==> src/rtl/rv_pipe_pkg.sv <==
// Shared pipeline-control types for the five-stage RV32I core.
//   SEL_*      : one-hot pipeline register controls (normal / flush / stall)
//   fwd_sel_t  : EX operand source (regfile, WB result, MEM result)
//   hz_state_t : hazard controller memory-wait state
package rv_pipe_pkg;

    localparam logic [2:0] SEL_NORMAL = 3'b001;
    localparam logic [2:0] SEL_FLUSH  = 3'b010;
    localparam logic [2:0] SEL_STALL  = 3'b100;

    typedef enum logic [1:0] {
        REGF = 2'b00,
        WB   = 2'b01,
        MEM  = 2'b10
    } fwd_sel_t;

    typedef enum logic {
        RUN      = 1'b0,
        MEM_WAIT = 1'b1
    } hz_state_t;

endpackage

==> src/rtl/hazard_ctrl_if.sv <==
// Pipeline <-> hazard controller signal bundle.
//   master : pipeline side, drives stage info, consumes register controls
//   slave  : hazard controller
// Stage info : rs1/rs2 (ID, EX), rd/flags (EX, MEM, WB), pc_sel, dmem_ready
// Controls   : pc_en, four *_sel one-hot controls, fwd_a/fwd_b
// Status     : stall_cnt, flush_cnt, timeout_err
interface hazard_ctrl_if #(
    parameter int REG_ADDR_W = 5,
    parameter int CNT_W      = 32
) ();
    logic [REG_ADDR_W-1:0] rs1_ID, rs2_ID;
    logic                  use_rs1_ID, use_rs2_ID;
    logic [REG_ADDR_W-1:0] rs1_EX, rs2_EX, rd_EX;
    logic                  memread_EX;
    logic [REG_ADDR_W-1:0] rd_MEM;
    logic                  regwrite_MEM, memaccess_MEM;
    logic [REG_ADDR_W-1:0] rd_WB;
    logic                  regwrite_WB;
    logic                  pc_sel;
    logic                  dmem_ready;

    logic                  pc_en;
    logic [2:0]            if_id_sel, id_ex_sel, ex_mem_sel, mem_wb_sel;
    logic [1:0]            fwd_a, fwd_b;
    logic [CNT_W-1:0]      stall_cnt, flush_cnt;
    logic                  timeout_err;

    modport master (
        output rs1_ID, rs2_ID, use_rs1_ID, use_rs2_ID,
               rs1_EX, rs2_EX, rd_EX, memread_EX,
               rd_MEM, regwrite_MEM, memaccess_MEM,
               rd_WB, regwrite_WB, pc_sel, dmem_ready,
        input  pc_en, if_id_sel, id_ex_sel, ex_mem_sel, mem_wb_sel,
               fwd_a, fwd_b, stall_cnt, flush_cnt, timeout_err
    );

    modport slave (
        input  rs1_ID, rs2_ID, use_rs1_ID, use_rs2_ID,
               rs1_EX, rs2_EX, rd_EX, memread_EX,
               rd_MEM, regwrite_MEM, memaccess_MEM,
               rd_WB, regwrite_WB, pc_sel, dmem_ready,
        output pc_en, if_id_sel, id_ex_sel, ex_mem_sel, mem_wb_sel,
               fwd_a, fwd_b, stall_cnt, flush_cnt, timeout_err
    );
endinterface

==> src/rtl/fwd_unit.sv <==
// Forwarding select for one EX operand.
//   rs           : source register of the EX instruction
//   rd_mem/wb    : destination of the MEM / WB instruction
//   regwrite_*   : that instruction writes the register file
//   sel          : MEM beats WB beats regfile; x0 never forwarded
module fwd_unit
    import rv_pipe_pkg::*;
#(
    parameter int REG_ADDR_W = 5
) (
    input  logic [REG_ADDR_W-1:0] rs,
    input  logic [REG_ADDR_W-1:0] rd_mem,
    input  logic                  regwrite_mem,
    input  logic [REG_ADDR_W-1:0] rd_wb,
    input  logic                  regwrite_wb,
    output fwd_sel_t              sel
);
    always_comb begin
        sel = REGF;
        if (regwrite_mem && (rd_mem != '0) && (rd_mem == rs))
            sel = MEM;
        else if (regwrite_wb && (rd_wb != '0) && (rd_wb == rs))
            sel = WB;
    end
endmodule

==> src/rtl/hazard_ctrl.sv <==
// Pipeline sequencing controller for the five-stage RV32I core.
//   clk, reset  : core clock, asynchronous active-low reset
//   hz (slave)  : stage info in; pc_en, register controls, forwarding selects,
//                 saturating stall/flush counters and sticky watchdog flag out
// Controls are combinational (zero latency); priority is
// memory freeze > branch flush > load-use > normal.
module hazard_ctrl
    import rv_pipe_pkg::*;
#(
    parameter int REG_ADDR_W = 5,
    parameter int CNT_W      = 32,
    parameter int WAIT_W     = 8,
    parameter int TIMEOUT    = 255
) (
    input  logic          clk,
    input  logic          reset,
    hazard_ctrl_if.slave  hz
);
    localparam logic [WAIT_W-1:0] TO_VAL = WAIT_W'(TIMEOUT);

    hz_state_t         state, state_nxt;
    logic              freeze, branch, load_use;
    fwd_sel_t          fwd_a_raw, fwd_b_raw;
    logic [WAIT_W-1:0] wait_cnt, wait_nxt;
    logic [CNT_W-1:0]  stall_q, flush_q;
    logic              err_q;

    assign freeze   = hz.memaccess_MEM && !hz.dmem_ready;
    // While frozen EX is held, so a pending pc_sel is simply applied later.
    assign branch   = hz.pc_sel && !freeze;
    assign load_use = hz.memread_EX && (hz.rd_EX != '0) &&
                      ((hz.use_rs1_ID && (hz.rs1_ID == hz.rd_EX)) ||
                       (hz.use_rs2_ID && (hz.rs2_ID == hz.rd_EX)));

    fwd_unit #(.REG_ADDR_W(REG_ADDR_W)) u_fwd_a (
        .rs(hz.rs1_EX), .rd_mem(hz.rd_MEM), .regwrite_mem(hz.regwrite_MEM),
        .rd_wb(hz.rd_WB), .regwrite_wb(hz.regwrite_WB), .sel(fwd_a_raw)
    );

    fwd_unit #(.REG_ADDR_W(REG_ADDR_W)) u_fwd_b (
        .rs(hz.rs2_EX), .rd_mem(hz.rd_MEM), .regwrite_mem(hz.regwrite_MEM),
        .rd_wb(hz.rd_WB), .regwrite_wb(hz.regwrite_WB), .sel(fwd_b_raw)
    );

    always_comb begin
        hz.pc_en      = 1'b1;
        hz.if_id_sel  = SEL_NORMAL;
        hz.id_ex_sel  = SEL_NORMAL;
        hz.ex_mem_sel = SEL_NORMAL;
        hz.mem_wb_sel = SEL_NORMAL;
        hz.fwd_a      = fwd_a_raw;
        hz.fwd_b      = fwd_b_raw;
        if (!reset) begin
            hz.pc_en      = 1'b0;
            hz.if_id_sel  = SEL_FLUSH;
            hz.id_ex_sel  = SEL_FLUSH;
            hz.ex_mem_sel = SEL_FLUSH;
            hz.mem_wb_sel = SEL_FLUSH;
            hz.fwd_a      = REGF;
            hz.fwd_b      = REGF;
        end else if (freeze) begin
            hz.pc_en      = 1'b0;
            hz.if_id_sel  = SEL_STALL;
            hz.id_ex_sel  = SEL_STALL;
            hz.ex_mem_sel = SEL_STALL;
            // Bubble into WB so the held MEM instruction is not written twice.
            hz.mem_wb_sel = SEL_FLUSH;
        end else if (branch) begin
            hz.if_id_sel  = SEL_FLUSH;
            hz.id_ex_sel  = SEL_FLUSH;
        end else if (load_use) begin
            hz.pc_en      = 1'b0;
            hz.if_id_sel  = SEL_STALL;
            hz.id_ex_sel  = SEL_FLUSH;
        end
    end

    // State tracks the wait; outputs do not depend on it, so the first
    // wait cycle is handled while still in RUN.
    always_comb begin
        state_nxt = state;
        case (state)
            RUN:      if (freeze)  state_nxt = MEM_WAIT;
            MEM_WAIT: if (!freeze) state_nxt = RUN;
            default:  state_nxt = RUN;
        endcase
    end

    // Watchdog count saturates at TIMEOUT; the flag latches on reaching it.
    always_comb begin
        wait_nxt = '0;
        if (freeze)
            wait_nxt = (wait_cnt == TO_VAL) ? wait_cnt : wait_cnt + 1'b1;
    end

    always_ff @(posedge clk or negedge reset) begin
        if (!reset) begin
            state    <= RUN;
            wait_cnt <= '0;
            stall_q  <= '0;
            flush_q  <= '0;
            err_q    <= 1'b0;
        end else begin
            state    <= state_nxt;
            wait_cnt <= wait_nxt;
            if (freeze && (wait_nxt == TO_VAL))
                err_q <= 1'b1;
            if (!hz.pc_en && (stall_q != '1))
                stall_q <= stall_q + 1'b1;
            if (branch && (flush_q != '1))
                flush_q <= flush_q + 1'b1;
        end
    end

    assign hz.stall_cnt   = stall_q;
    assign hz.flush_cnt   = flush_q;
    assign hz.timeout_err = err_q;

endmodule

==> src/flat_wrapper.sv <==
// flat-port wrapper written by rule: the top's interface ports become plain ports
module hazard_ctrl_flat import rv_pipe_pkg::*;
#(
    parameter int REG_ADDR_W = 5,
    parameter int CNT_W      = 32,
    parameter int WAIT_W     = 8,
    parameter int TIMEOUT    = 255
)
  (clk, reset, hz_rs1_ID, hz_rs2_ID, hz_use_rs1_ID, hz_use_rs2_ID, hz_rs1_EX, hz_rs2_EX, hz_rd_EX, hz_memread_EX, hz_rd_MEM, hz_regwrite_MEM, hz_memaccess_MEM, hz_rd_WB, hz_regwrite_WB, hz_pc_sel, hz_dmem_ready, hz_pc_en, hz_if_id_sel, hz_id_ex_sel, hz_ex_mem_sel, hz_mem_wb_sel, hz_fwd_a, hz_fwd_b, hz_stall_cnt, hz_flush_cnt, hz_timeout_err);
  hazard_ctrl_if #(.REG_ADDR_W(REG_ADDR_W), .CNT_W(CNT_W)) hz_i ();
  input  logic clk;
  input  logic reset;
  input wire logic [$bits(hz_i.rs1_ID)-1:0] hz_rs1_ID;
  input wire logic [$bits(hz_i.rs2_ID)-1:0] hz_rs2_ID;
  input wire logic [$bits(hz_i.use_rs1_ID)-1:0] hz_use_rs1_ID;
  input wire logic [$bits(hz_i.use_rs2_ID)-1:0] hz_use_rs2_ID;
  input wire logic [$bits(hz_i.rs1_EX)-1:0] hz_rs1_EX;
  input wire logic [$bits(hz_i.rs2_EX)-1:0] hz_rs2_EX;
  input wire logic [$bits(hz_i.rd_EX)-1:0] hz_rd_EX;
  input wire logic [$bits(hz_i.memread_EX)-1:0] hz_memread_EX;
  input wire logic [$bits(hz_i.rd_MEM)-1:0] hz_rd_MEM;
  input wire logic [$bits(hz_i.regwrite_MEM)-1:0] hz_regwrite_MEM;
  input wire logic [$bits(hz_i.memaccess_MEM)-1:0] hz_memaccess_MEM;
  input wire logic [$bits(hz_i.rd_WB)-1:0] hz_rd_WB;
  input wire logic [$bits(hz_i.regwrite_WB)-1:0] hz_regwrite_WB;
  input wire logic [$bits(hz_i.pc_sel)-1:0] hz_pc_sel;
  input wire logic [$bits(hz_i.dmem_ready)-1:0] hz_dmem_ready;
  output wire logic [$bits(hz_i.pc_en)-1:0] hz_pc_en;
  output wire logic [$bits(hz_i.if_id_sel)-1:0] hz_if_id_sel;
  output wire logic [$bits(hz_i.id_ex_sel)-1:0] hz_id_ex_sel;
  output wire logic [$bits(hz_i.ex_mem_sel)-1:0] hz_ex_mem_sel;
  output wire logic [$bits(hz_i.mem_wb_sel)-1:0] hz_mem_wb_sel;
  output wire logic [$bits(hz_i.fwd_a)-1:0] hz_fwd_a;
  output wire logic [$bits(hz_i.fwd_b)-1:0] hz_fwd_b;
  output wire logic [$bits(hz_i.stall_cnt)-1:0] hz_stall_cnt;
  output wire logic [$bits(hz_i.flush_cnt)-1:0] hz_flush_cnt;
  output wire logic [$bits(hz_i.timeout_err)-1:0] hz_timeout_err;
  assign hz_i.rs1_ID = hz_rs1_ID;
  assign hz_i.rs2_ID = hz_rs2_ID;
  assign hz_i.use_rs1_ID = hz_use_rs1_ID;
  assign hz_i.use_rs2_ID = hz_use_rs2_ID;
  assign hz_i.rs1_EX = hz_rs1_EX;
  assign hz_i.rs2_EX = hz_rs2_EX;
  assign hz_i.rd_EX = hz_rd_EX;
  assign hz_i.memread_EX = hz_memread_EX;
  assign hz_i.rd_MEM = hz_rd_MEM;
  assign hz_i.regwrite_MEM = hz_regwrite_MEM;
  assign hz_i.memaccess_MEM = hz_memaccess_MEM;
  assign hz_i.rd_WB = hz_rd_WB;
  assign hz_i.regwrite_WB = hz_regwrite_WB;
  assign hz_i.pc_sel = hz_pc_sel;
  assign hz_i.dmem_ready = hz_dmem_ready;
  assign hz_pc_en = hz_i.pc_en;
  assign hz_if_id_sel = hz_i.if_id_sel;
  assign hz_id_ex_sel = hz_i.id_ex_sel;
  assign hz_ex_mem_sel = hz_i.ex_mem_sel;
  assign hz_mem_wb_sel = hz_i.mem_wb_sel;
  assign hz_fwd_a = hz_i.fwd_a;
  assign hz_fwd_b = hz_i.fwd_b;
  assign hz_stall_cnt = hz_i.stall_cnt;
  assign hz_flush_cnt = hz_i.flush_cnt;
  assign hz_timeout_err = hz_i.timeout_err;
  hazard_ctrl #(.REG_ADDR_W(REG_ADDR_W), .CNT_W(CNT_W), .WAIT_W(WAIT_W), .TIMEOUT(TIMEOUT)) u_core (.clk(clk), .reset(reset), .hz(hz_i));
endmodule
==> config.mk <==
export PLATFORM = sky130hd
export DESIGN_NAME = hazard_ctrl_flat
export DESIGN_NICKNAME = d
export VERILOG_FILES = /design/src/rtl/rv_pipe_pkg.sv /design/src/rtl/hazard_ctrl_if.sv /design/src/rtl/fwd_unit.sv /design/src/rtl/hazard_ctrl.sv /design/src/flat_wrapper.sv
export SDC_FILE = /design/constraint.sdc
export NUM_CORES = 1
export LEC_CHECK = 0
export BUFFER_PORTS_ARGS = -buffer_cell sky130_fd_sc_hd__buf_4
export CORE_UTILIZATION = 56
export DETAILED_ROUTE_END_ITERATION = 7
export PLACE_DENSITY = 0.84
export SLEW_MARGIN = 20
export SYNTH_ARGS = -nofsm -noshare
export SYNTH_HDL_FRONTEND = slang
export SYNTH_SLANG_ARGS = --single-unit
==> constraint.sdc <==
create_clock -name clk -period 4.8 [get_ports clk]
set_input_delay 0.72 -clock clk [delete_from_list [all_inputs] [get_ports clk]]
set_output_delay 0.72 -clock clk [all_outputs]
set_load 0.05 [all_outputs]
# ---- After elaboration in Yosys (flattened, before gate mapping)
# Cells that the tools add are included.
# W data, S select, Z words.
dict set report word_totals {
  ff_bits 73
  latchBits 0
  ram_bits 0
  romBits 0
  in_bits 45
  output_inout_bits 82
  word_cells 63
  memories 0
}
dict set report op_classes {
  add_sub_neg 3
  mul 0
  div_mod_pow 0
  order_cmp 0
  n_eq_ne 10
  n_shift 0
  muxes 24
  n_bitwise 0
  n_reduce_logical 22
}
# op count
set ops {}
lappend ops {{$add A32 B1 Y32 const B} 2}
lappend ops {{$ne A32 B32 Y1 const B} 2}
lappend ops {{$eq A5 B5 Y1} 6}
lappend ops {{$mux W3} 10}
lappend ops {{$eq A8 B8 Y1 const B} 2}
lappend ops {{$mux W8} 2}
lappend ops {{$logic_and A1 B1 Y1} 15}
lappend ops {{$reduce_bool A5 Y1} 3}
lappend ops {{$mux W2} 6}
lappend ops {{$add A8 B1 Y8 const B} 1}
lappend ops {{$mux W1} 6}
lappend ops {{$logic_not A1 Y1} 3}
lappend ops {{$logic_or A1 B1 Y1} 1}

# ---- Longest topological paths before layout
# Gate-level depths: netlist of the first run.
dict set report depth {
  ltp_word 10
  depth_mapped 9
  ltp_nobuf 7
}

# ---- Hierarchy
# From an unflattened synthesis of the first run, not the netlist that was laid out.
dict set report hier_totals {
  cells_unflattened 422
  hier_area_um2 4184.0
}
# module n_inst cells_per_inst area_per_inst_um2 seq_area_each_um2
set modules_own_cells {}
lappend modules_own_cells {hazard_ctrl 1 382 3881.2 1826.8}
lappend modules_own_cells {fwd_unit 2 20 151.4 0.0}

# ---- Worst setup path before layout of the first run
# No wires, ideal clock.
dict set report synth_timing {
  kind {in2out}
  startpoint {input hz_dmem_ready}
  endpoint {output hz_if_id_sel[0]}
  t_arrival_ps 3135
  t_required_ps 4080
  setup_slack_ps 945
  path_stages 6
  n_path_buf 2
  path_cell_list {nand2b_1 -> buf_2 -> nand2_1 -> nand2_1 -> nor3_1 -> buf_4}
}
dict set report synth_between {
  elab_chain_cells 7
}
# item line_no
set synth_lines {}
lappend synth_lines {{from (decl)} flat_wrapper.sv:27} ;# input wire logic [$bits(hz_i.dmem_ready)-1:0] hz_dmem_ready;
lappend synth_lines {{$logic_not A1 Y1 *} hazard_ctrl.sv:28} ;# assign freeze = hz.memaccess_MEM && !hz.dmem_ready;
lappend synth_lines {{$logic_and A1 B1 Y1 *} hazard_ctrl.sv:28}
lappend synth_lines {{$logic_not A1 Y1} hazard_ctrl.sv:30} ;# assign branch = hz.pc_sel && !freeze;
lappend synth_lines {{$logic_and A1 B1 Y1} hazard_ctrl.sv:30}
lappend synth_lines {{$mux W3} hazard_ctrl.sv:68} ;# end else if (branch) begin
lappend synth_lines {{$mux W3 *} hazard_ctrl.sv:61} ;# end else if (freeze) begin
lappend synth_lines {{$mux W3 *} hazard_ctrl.sv:53} ;# if (!reset) begin
lappend synth_lines {{to (decl)} flat_wrapper.sv:29} ;# output wire logic [$bits(hz_i.if_id_sel)-1:0] hz_if_id_sel;
# Every way passes the cells marked *; elsewhere a longest branch is shown, timed or not.

# ---- Final worst setup path of the first run
dict set report layout_timing {
  startpoint {input hz_rd_MEM[0]}
  endpoint {output hz_fwd_b[0]}
}
dict set report layout_between {
  elab_chain_cells 5
  word_cells_on_any_way 6
  cone_classes {1 x eq/ne; 2 x mux; 3 x reduce/logical}
}
# item line_no
set layout_lines {}
lappend layout_lines {{from (decl)} flat_wrapper.sv:21} ;# input wire logic [$bits(hz_i.rd_MEM)-1:0] hz_rd_MEM;
lappend layout_lines {{$reduce_bool A5 Y1} fwd_unit.sv:20} ;# if (regwrite_mem && (rd_mem != '0) && (rd_mem == rs))
lappend layout_lines {{$logic_and A1 B1 Y1} fwd_unit.sv:20}
lappend layout_lines {{$logic_and A1 B1 Y1 *} fwd_unit.sv:20}
lappend layout_lines {{$mux W2 *} fwd_unit.sv:20}
lappend layout_lines {{$mux W2 *} hazard_ctrl.sv:53}
lappend layout_lines {{to (decl)} flat_wrapper.sv:34} ;# output wire logic [$bits(hz_i.fwd_b)-1:0] hz_fwd_b;
# Marked as above.

==> metrics.md, run 1 <==
| Metric | Value |
|---|---|
| WL/cell | 15.3 um |
| Most common cell after layout, fill and taps aside | buf_4 |
| Final WS setup | 1.76 ns |
| GRT overflow | 0 |
| Layout cells sized above 1 | 0.303 |
| Max cap viols | 0 |
| RSZ-0062 raised after global routing | no |
| Largest net degree at the start of global routing | 57 |
| Critical Path RT | 4.08 ns |
| Die Y | approximately 88 um |
| Drt initial violations | 130 |
| Final setup fails | 0 |
| Reg area | around 1800 um^2 |
| Top routing layer used | met4 |
| Post-layout min period | 3.04 ns |
| Syn Inst Count | between 400 and 500 |
| Startpoint types | input port |
| # rows | 31 |
| Multi-input logic area | about 2200 um^2 |
| Top cells by area, synth | dfrtp_1 (44%), xor2_1 (11%), xnor2_1 (8.4%), nor2_1 (3.2%), nand4_1 (3.0%) |
| Seq/Total Area, Yosys | 0.440 |
| IO buf count | 125 |
| Worst slew pin tran | about 0.68 ns |
| Arr. time, crit path | 2.32 ns |
| Netlist cell types | a little under 60 |
| Outcome | complete, no violations |
| EDFF count, synth | 0 |
| Htree depth | 3 |
| Core Area | 7210 um^2 |
| Routed vias/inst | 5.61 |
| Clock root cell | clkbuf_8 |
| First-pass GRT wire length | approximately 16000 um |
| Setup tns final | 0 ns |
| Yosys warning count | 0 |
| Final layout net count | 590 |
| Main synth FF type | dfrtp_1 |
| HPWL after detailed placement | about 7400 um |
| Crit. End Element | primary output |
| CTS Sinks | 73 |
| Placer congestion estimate | 0.868 |
| DRC Markers | 0 |
| Die W | around 88 um |
| Max Root-Sink Buffers | 2 |
| Slew HR | 0.546 |
| Antenna cells | 0 |
| CTS Hold Bufs | 0 |
| Vias after detailed routing | between 3000 and 4000 |
| Final critical-path share of the clock period | 0.633 |
| Async set-reset flop share out of synthesis | 1.00 |
| Adder-cell share of the synthesized area | 0.00904 |
| Maximum clock frequency | approximately 330 MHz |
| Initial antenna violation count | 0 |
| Synth Cell Area | around 4200 um^2 |
| Max VDD drop | roughly 0.32 mV |
| Initial cell density of the core | 0.575 |
| CTS Buf Count | 9 |
| Skew-Pair Late Insertion Delay | 0.35 ns |
| Layout area overhead | 28.1% |
| Vias in the first global route | 3441 |
| First-pass iteration count of the detailed router | 4 |
| Crit Path Max Fanout | 3 |
| Mux contribution to synthesized area | 0.0102 |
| Pwr dens | between 300 and 400 nW/um^2 |
| Antenna-violating nets left | 0 |
| Synthesized net count | around 460 |
| Routed met3 length | around 650 um |
| Worst hold path type | in -> async |
| Hold slack | 0.263 ns |
| Setup Buffers After CTS | 0 |
| Fillers | 530 |
| Most frequent cells in the layout | buf_4 (126), dfrtp_1 (73), xor2_1 (52) |
| Synthesized area per cell | 9.98 um^2 |
| WL final | 9840 um |
| Area share of the largest cell type after synthesis | 0.440 |
| Area leader, netlist | dfrtp_1 |
| Total GRT Usage | 0.269 |
| IO Pins | 127 |
| Clk slew on worst S/H paths | 0.07 ns |
| Clock skew | 0.00807 ns |
| Simple-gate share of the synthesized area | 0.269 |
| Largest family of logic cells by synthesized area | simple AND/OR/NAND/NOR gates |
| CTS tree | done |
| DIE AREA | 7760 um^2 |
| P_leak | between 2 and 3 nW |
| Dpl ws | 1.81 ns |
| Seq cells post-synth | 73 |
| CP Class | in -> out |
| Hold Vio Cnt, Final | 0 |
| Xor/xnor cell area share of the yosys netlist | 0.194 |
| Final Max Tran Viols | 0 |
| Complex-gate fraction of the synthesized area | 0.0479 |
| # resized after CTS | 0 |
| Routed wl met2 | between 4000 and 5000 um |
| Wl on met1 | 4090 um |
[per-layer routing]
| metal | vias to the layer above | global-route usage |
|---|---|---|
| li1 | 1713 | - |
| met1 | 1738 | 0.333 |
| met2 | 140 | 0.450 |
| met3 | 24 | 0.0556 |
| met4 | 0 | 0.128 |
| met5 | - | 0 |
[flip-flops by register name, summed over array words and instances (netlist names)]
| signal | cells |
|---|---|
| u_core.hz.flush_cnt | 32 |
| u_core.hz.stall_cnt | 32 |
| u_core.hz.timeout_err | 1 |
| u_core.wait_cnt | 8 |
[synth_stat cells, types with 3 or more instances]
master,instances
xor2_1,52
nand4_2,3
dfrtp_1,73
ha_1,3
nand4_1,20
nand2b_1,3
nor2b_1,3
nor3_1,15
nor3_2,5
nand2_1,33
a21oi_1,5
nor2_1,35
or4_1,5
xnor2_1,40
buf_4,4
and3_1,18
nor4_1,11
o21ai_0,4
nand3_1,24
or3_1,3
inv_1,8
[critical path: stages]
cell	delay [ns]
buf_4	0.13
or4_1	0.52
o21ai_0	0.24
nor4_1	0.12
nor4_1	0.33
buf_4	0.26
[metrics by stage]
stage | instance area, um^2 | utilization | instances | total power [mW]
after floorplan | 4150 | - | 416 | 1.12
after global placement | 5140 | 0.712 | 630 | 1.30
after detailed placement | 5140 | 0.712 | 630 | 1.32
after CTS | 5320 | 0.737 | 644 | 1.78
after global routing | 5320 | 0.737 | 644 | 1.85
final | 5320 | 0.737 | 644 | 1.78
[final cells by class]
class                      instances  share of cell area
sequential                        73               0.343
clock buffer                      11              0.0266
multi-input combinational        323               0.415
clock inverter                     3             0.00800
timing repair buffer             126               0.178
inverter                           9             0.00635
tap                               99              0.0233
[worst paths after layout]
path | cells after the start | slack [ns] | end | from
min in group clk | 1 | 0.47 | u_core.hz.timeout_err | u_core.hz.timeout_err
min reg2reg | 1 | 0.47 | u_core.hz.timeout_err | u_core.hz.timeout_err
max in group asynchronous | 2 | 3.56 | u_core.hz.stall_cnt[28] | reset
max | 6 | 1.76 | hz_fwd_b[0] | hz_rd_MEM[0]
min | 1 | 0.26 | u_core.wait_cnt[2] | reset
max reg2reg | 6 | 2.57 | u_core.hz.stall_cnt[1] | u_core.hz.stall_cnt[0]
[power breakdown]
part	switching [mW]	leakage, nW	internal [mW]
logic	0.362	1.53	0.182
registers	0.0906	0.965	0.675
clock network	0.219	0.0913	0.248
[kinds of logic (layout without fill, tap and decap cells)]
kind of cell | Yosys count | after routing
simple gates | 195 | 195
xor+xnor | 92 | 92
flops | 73 | 73
compound gates | 28 | 28
buf+inv | 20 | 149
mux | 4 | 4
fa+ha+maj | 3 | 3
other cells | 1 | 1
No activity file was read; power rests on OpenSTA's default activity.
==> run 2, diff against run 1 <==
Settings changed: CORE_UTILIZATION 56 to 47, PLACE_DENSITY 0.84 to 0.75.
Clock period 4.8 ns to 2.5 ns, I/O delays scaled along.
==> metrics.md, run 2 (synthesized netlist as in run 1, its figures left out) <==
| Metric | Value |
|---|---|
| Outcome | complete, no violations |
| Maximum clock frequency | 441 MHz |
| Hold Vio Cnt, Final | 0 |
| Initial antenna violation count | 0 |
| Worst slew pin tran | between 0.5 and 0.6 ns |
| Fin cells | about 660 |
| Switching Share | 0.377 |
| Startpoint types | input port |
| Vias after detailed routing | between 3000 and 4000 |
| P_leak | 2.64 nW |
| GRT overflow | 0 |
| Drt initial violations | roughly 130 |
| IO Pins | 127 |
| Pwr dens | 630 nW/um^2 |
| Antenna cells | 0 |
| Final layout net count | 599 |
| IO buf count | 125 |
| CTS Sinks | 73 |
| Max Root-Sink Buffers | 2 |
| Most common cell after layout, fill and taps aside | buf_4 |
| Layout cells sized above 1 | 0.322 |
| RSZ-0062 raised after global routing | no |
| CTS Hold Bufs | 0 |
| WL final | 9860 um |
| Most frequent cells in the layout | buf_4 (135), dfrtp_1 (73), xor2_1 (52) |
| DRC Markers | 0 |
| Post-layout min period | 2.27 ns |
| Arr. time, crit path | 1.89 ns |
| Initial cell density of the core | 0.495 |
| Core Area | 8380 um^2 |
| Routed vias/inst | 5.32 |
| Vias in the first global route | 3439 |
| # rows | 33 |
| Final Max Tran Viols | 0 |
| Largest net degree at the start of global routing | 39 |
| Crit Path Max Fanout | 3 |
| Crit. End Element | primary output |
| Clk slew on worst S/H paths | 0.07 ns |
| Die W | 96.0 um |
| Power Internal | 2.14 mW |
| Clock power share | 0.265 |
| Worst hold path type | in -> async |
| Final WS setup | around 0.23 ns |
| Final setup fails | 0 |
| CP Class | in -> out |
| Total GRT Usage | 0.230 |
| Layout Utilization | 0.650 |
| Max cap viols | 0 |
| Final critical-path share of the clock period | 0.906 |
| # resized after CTS | 0 |
| WL/cell | 14.9 um |
| First-pass iteration count of the detailed router | 4 |
| CTS Buf Count | 9 |
| Dpl ws | between 0.2 and 0.25 ns |
| DIE AREA | just over 9000 um^2 |
| Placer congestion estimate | 0.880 |
| Skew-Pair Late Insertion Delay | 0.35 ns |
| Antenna-violating nets left | 0 |
| Setup Buffers After CTS | 0 |
| Critical Path RT | 2.12 ns |
| Htree depth | 3 |
| Placed Instances | 645 |
| Net Switching | 1.29 mW |
| Logic pwr share | 0.308 |
| Clock root cell | clkbuf_8 |
| Slew HR | 0.620 |
| Flop pwr share | 0.427 |
| CTS tree | done |
| Hold slack | 0.0490 ns |
| Layout area overhead | 31.3% |
| Clock skew | approximately 0.0066 ns |
| HPWL after detailed placement | 7700 um |
| Max VDD drop | 0.731 mV |
| First-pass GRT wire length | 16200 um |
| Die Y | approximately 96 um |
## run 2: cell count changes in the layout (fill, tap and decap cells not counted), sizes merged
cell and change:
clkinv +1, buf +9, clkinvlp +1
## run 2: final cells by class
class	instances	area (um^2)
Fill cell	688	2930
Multi-Input combinational cell	323	2250
Sequential cell	73	1830
Timing Repair Buffer	135	1010
Clock buffer	11	141
Tap cell	105	131
Clock inverter	5	55.1
Inverter	9	33.8
## run 2: metal layers
metal | global-route usage | part of all wire | up-vias
met1 | 0.296 | 0.44 | 1667
met4 | 0.0585 | 0.012 | 0
met5 | 0 | 0 | -
met2 | 0.376 | 0.48 | 119
met3 | 0.0703 | 0.071 | 10
li1 | - | - | 1722
## run 2: power groups by stage
stage	registers [mW]	clock network, mW	logic, mW
global route	1.48	0.997	1.12
global placement	1.48	0	1.05
CTS	1.46	0.935	1.07
detailed placement	1.49	0	1.06
floorplan	1.84	0	0.317
finish	1.47	0.911	1.06
## run 2: critical path, stage by stage
cell     delay (ns)
buf_4          0.13
or4_1          0.54
o21ai_1        0.22
nor2_1         0.12
a21oi_1        0.25
nor2_1         0.07
buf_4          0.19
## run 2: path summary, 6_finish.rpt
path,startpoint,endpoint,slack (ns),depth (start not counted)
setup / recovery,hz_rd_EX[0],hz_if_id_sel[2],0.23,7
setup reg to reg,u_core.hz.flush_cnt[0],u_core.hz.flush_cnt[1],0.35,6
max in group asynchronous,reset,u_core.hz.stall_cnt[29],2.00,2
min in group clk,hz_dmem_ready,u_core.wait_cnt[2],0.42,4
hold / removal,reset,u_core.wait_cnt[5],0.05,2
hold reg to reg,u_core.hz.stall_cnt[28],u_core.hz.stall_cnt[28],0.49,1
## run 2: per-stage QoR
step	cell area (um^2)	total power [mW]	TNS [ns]
finish	5450	3.43	0
global route	5450	3.60	0
CTS	5450	3.47	0
detailed placement	5250	2.55	0
global placement	5250	2.53	0
floorplan	4190	2.16	-0.0113
==> run 3, diff against run 2 <==
Settings changed: CORE_MARGIN set to 2.
Clock period 2.5 ns to 1.9 ns, I/O delays scaled along.
==> metrics.md, run 3 (synthesized netlist as in run 1, its figures left out) <==
| Metric | Value |
|---|---|
| Slew HR | 0.450 |
| Skew-Pair Late Insertion Delay | approximately 0.35 ns |
| Antenna-violating nets left | 0 |
| Switching Share | 0.377 |
| Worst slew pin tran | 0.825 ns |
| Delay-heaviest family, CP | simple AND/OR/NAND/NOR gates |
| Outcome | finished, violations left |
| Die W | 98.0 um |
| First-pass GRT wire length | 17800 um |
| Net Switching | between 1.5 and 2 mW |
| GRT overflow | 0 |
| DRC Markers | 0 |
| Worst hold path type | in -> async |
| IO buf count | about 130 |
| R2R Path Start | u_core.hz.flush_cnt[0] |
| Final critical-path share of the clock period | 1.02 |
| CTS tree | done |
| Clock root cell | clkbuf_8 |
| Layout cells sized above 1 | 0.495 |
| CP bufs+invs | 2 |
| Routed vias/inst | about 5.4 |
| Layout Utilization | 0.708 |
| Most common cell after layout, fill and taps aside | buf_4 |
| Startpoint types | input port |
| Vias in the first global route | 3698 |
| Worst Reg-to-Reg Cells | 8 |
| Critical Path RT | 1.62 ns |
| Crit. End Element | primary output |
| Worst-path cell chain | buf_8 > or4_4 > o21ai_4 > nor2_4 > a21oi_4 > buf_6 |
| Pwr dens | about 790 nW/um^2 |
| Antenna cells | 0 |
| Largest net degree at the start of global routing | 68 |
| CP Class | in -> out |
| First-pass iteration count of the detailed router | 4 |
| Max Root-Sink Buffers | 2 |
| Final layout net count | 637 |
| Max VDD drop | around 0.84 mV |
| Arr. time, crit path | approximately 1.6 ns |
| Flop pwr share | 0.405 |
| Most frequent cells in the layout | buf_4 (159), xor2_1 (52), xnor2_1 (40), dfrtp_2 (40) |
| Initial cell density of the core | 0.481 |
| WL final | about 11000 um |
| RSZ-0062 raised after global routing | yes |
| Final setup fails | 4 |
| P_leak | 2.85 nW |
| Initial antenna violation count | 0 |
| # rows | 34 |
| HPWL after detailed placement | 8040 um |
| Total GRT Usage | 0.226 |
| Max cap viols | 0 |
| R2r setup slk | approximately 0.04 ns |
| Die Y | 98.0 um |
| Clock power share | 0.257 |
| Overall power | 4.81 mW |
| CTS Sinks | 73 |
| DIE AREA | 9600 um^2 |
| Clock skew | ~0.018 ns |
| Crit Path Max Fanout | 3 |
| Post-layout min period | 1.93 ns |
| Core Area | 8640 um^2 |
| Vias after detailed routing | 3758 |
| Logic pwr share | 0.338 |
| Layout area overhead | 47.3% |
| Final Max Tran Viols | 0 |
| Power Internal | 3.00 mW |
| Final WS setup | -0.0299 ns |
| Hold slack | ~0.19 ns |
| IO Pins | 127 |
| R2r endpoint | u_core.hz.flush_cnt[18] |
| Slowest-stage cell, CP | or4_4 |
| Hold Vio Cnt, Final | 0 |
| WL/cell | 15.5 um |
| Placer congestion estimate | 0.860 |
| Htree depth | 3 |
| CTS Buf Count | 9 |
| Drt initial violations | 158 |
| Critical path's largest stage delay | 0.54 ns |
| Maximum clock frequency | approximately 520 MHz |
| Clk slew on worst S/H paths | 0.08 ns |
| Failing checks | setup timing |
-- run 3: changes by cell type in the layout (fill, tap and decap cells not counted), sizes merged --
cell	before	now
buf	135	172
clkbuf	11	12
clkinv	2	3
clkinvlp	2	1
dlygate4sd3	0	1
inv	9	8
-- run 3: per-stage QoR --
| stage | TNS (ns) | area (um^2) | setup slack (ns) | std cells |
|---|---|---|---|---|
| after floorplan | -2.40 | 4400 | -0.185 | 416 |
| after global placement | -1.02 | 5700 | -0.0806 | 679 |
| after detailed placement | -1.46 | 5700 | -0.0882 | 679 |
| after CTS | -0.0414 | 5960 | -0.0173 | 697 |
| after global routing | -0.341 | 6120 | -0.0588 | 702 |
| final | -0.0611 | 6120 | -0.0299 | 702 |
-- run 3: power groups by stage --
stage	combinational, mW	sequential (mW)	clock (mW)
floorplan	0.470	2.48	0
global placement	1.55	1.96	0
detailed placement	1.58	1.97	0
CTS	1.59	1.94	1.26
global route	1.72	1.98	1.32
finish	1.63	1.95	1.24
-- run 3: timing repair --
action,in CTS,in global routing
hold buffers,1,0
gates resized for setup,13,24
gates cloned,0,1
setup buffers,1,4
endpoints found under the setup margin,9,36
pin swaps,4,9
endpoints found under the hold margin,6,0
-- run 3: area by class of cell --
class / count / area (um^2)
Tap cell: 108 / 135
Fill cell: 667 / 2520
Multi-Input combinational cell: 323 / 2510
Inverter: 9 / 37.5
Clock buffer: 12 / 145
Clock inverter: 4 / 52.6
Timing Repair Buffer: 173 / 1360
Sequential cell: 73 / 1880
-- run 3: layer usage --
layer / GRT usage / share of wire / vias to the layer above
met3: 0.0444 / 0.046 / 14
met1: 0.304 / 0.44 / 1836
met5: 0 / 0 / -
met4: 0.0801 / 0.013 / 0
met2: 0.367 / 0.50 / 102
li1: - / - / 1806
-- run 3: how the worst max path moves through the flow --
stage	startpoint	to	slack [ns]	depth (start not counted)
after floorplan	hz_rd_EX[0]	hz_if_id_sel[0]	-0.19	5
after global placement	hz_rd_EX[0]	hz_if_id_sel[2]	-0.08	7
after detailed placement	hz_rd_EX[0]	u_core.hz.stall_cnt[24]	-0.09	8
after CTS	hz_rd_EX[4]	hz_id_ex_sel[0]	-0.02	6
after global routing	hz_rd_EX[4]	hz_pc_en	-0.06	6
final	hz_rd_EX[4]	hz_pc_en	-0.03	6
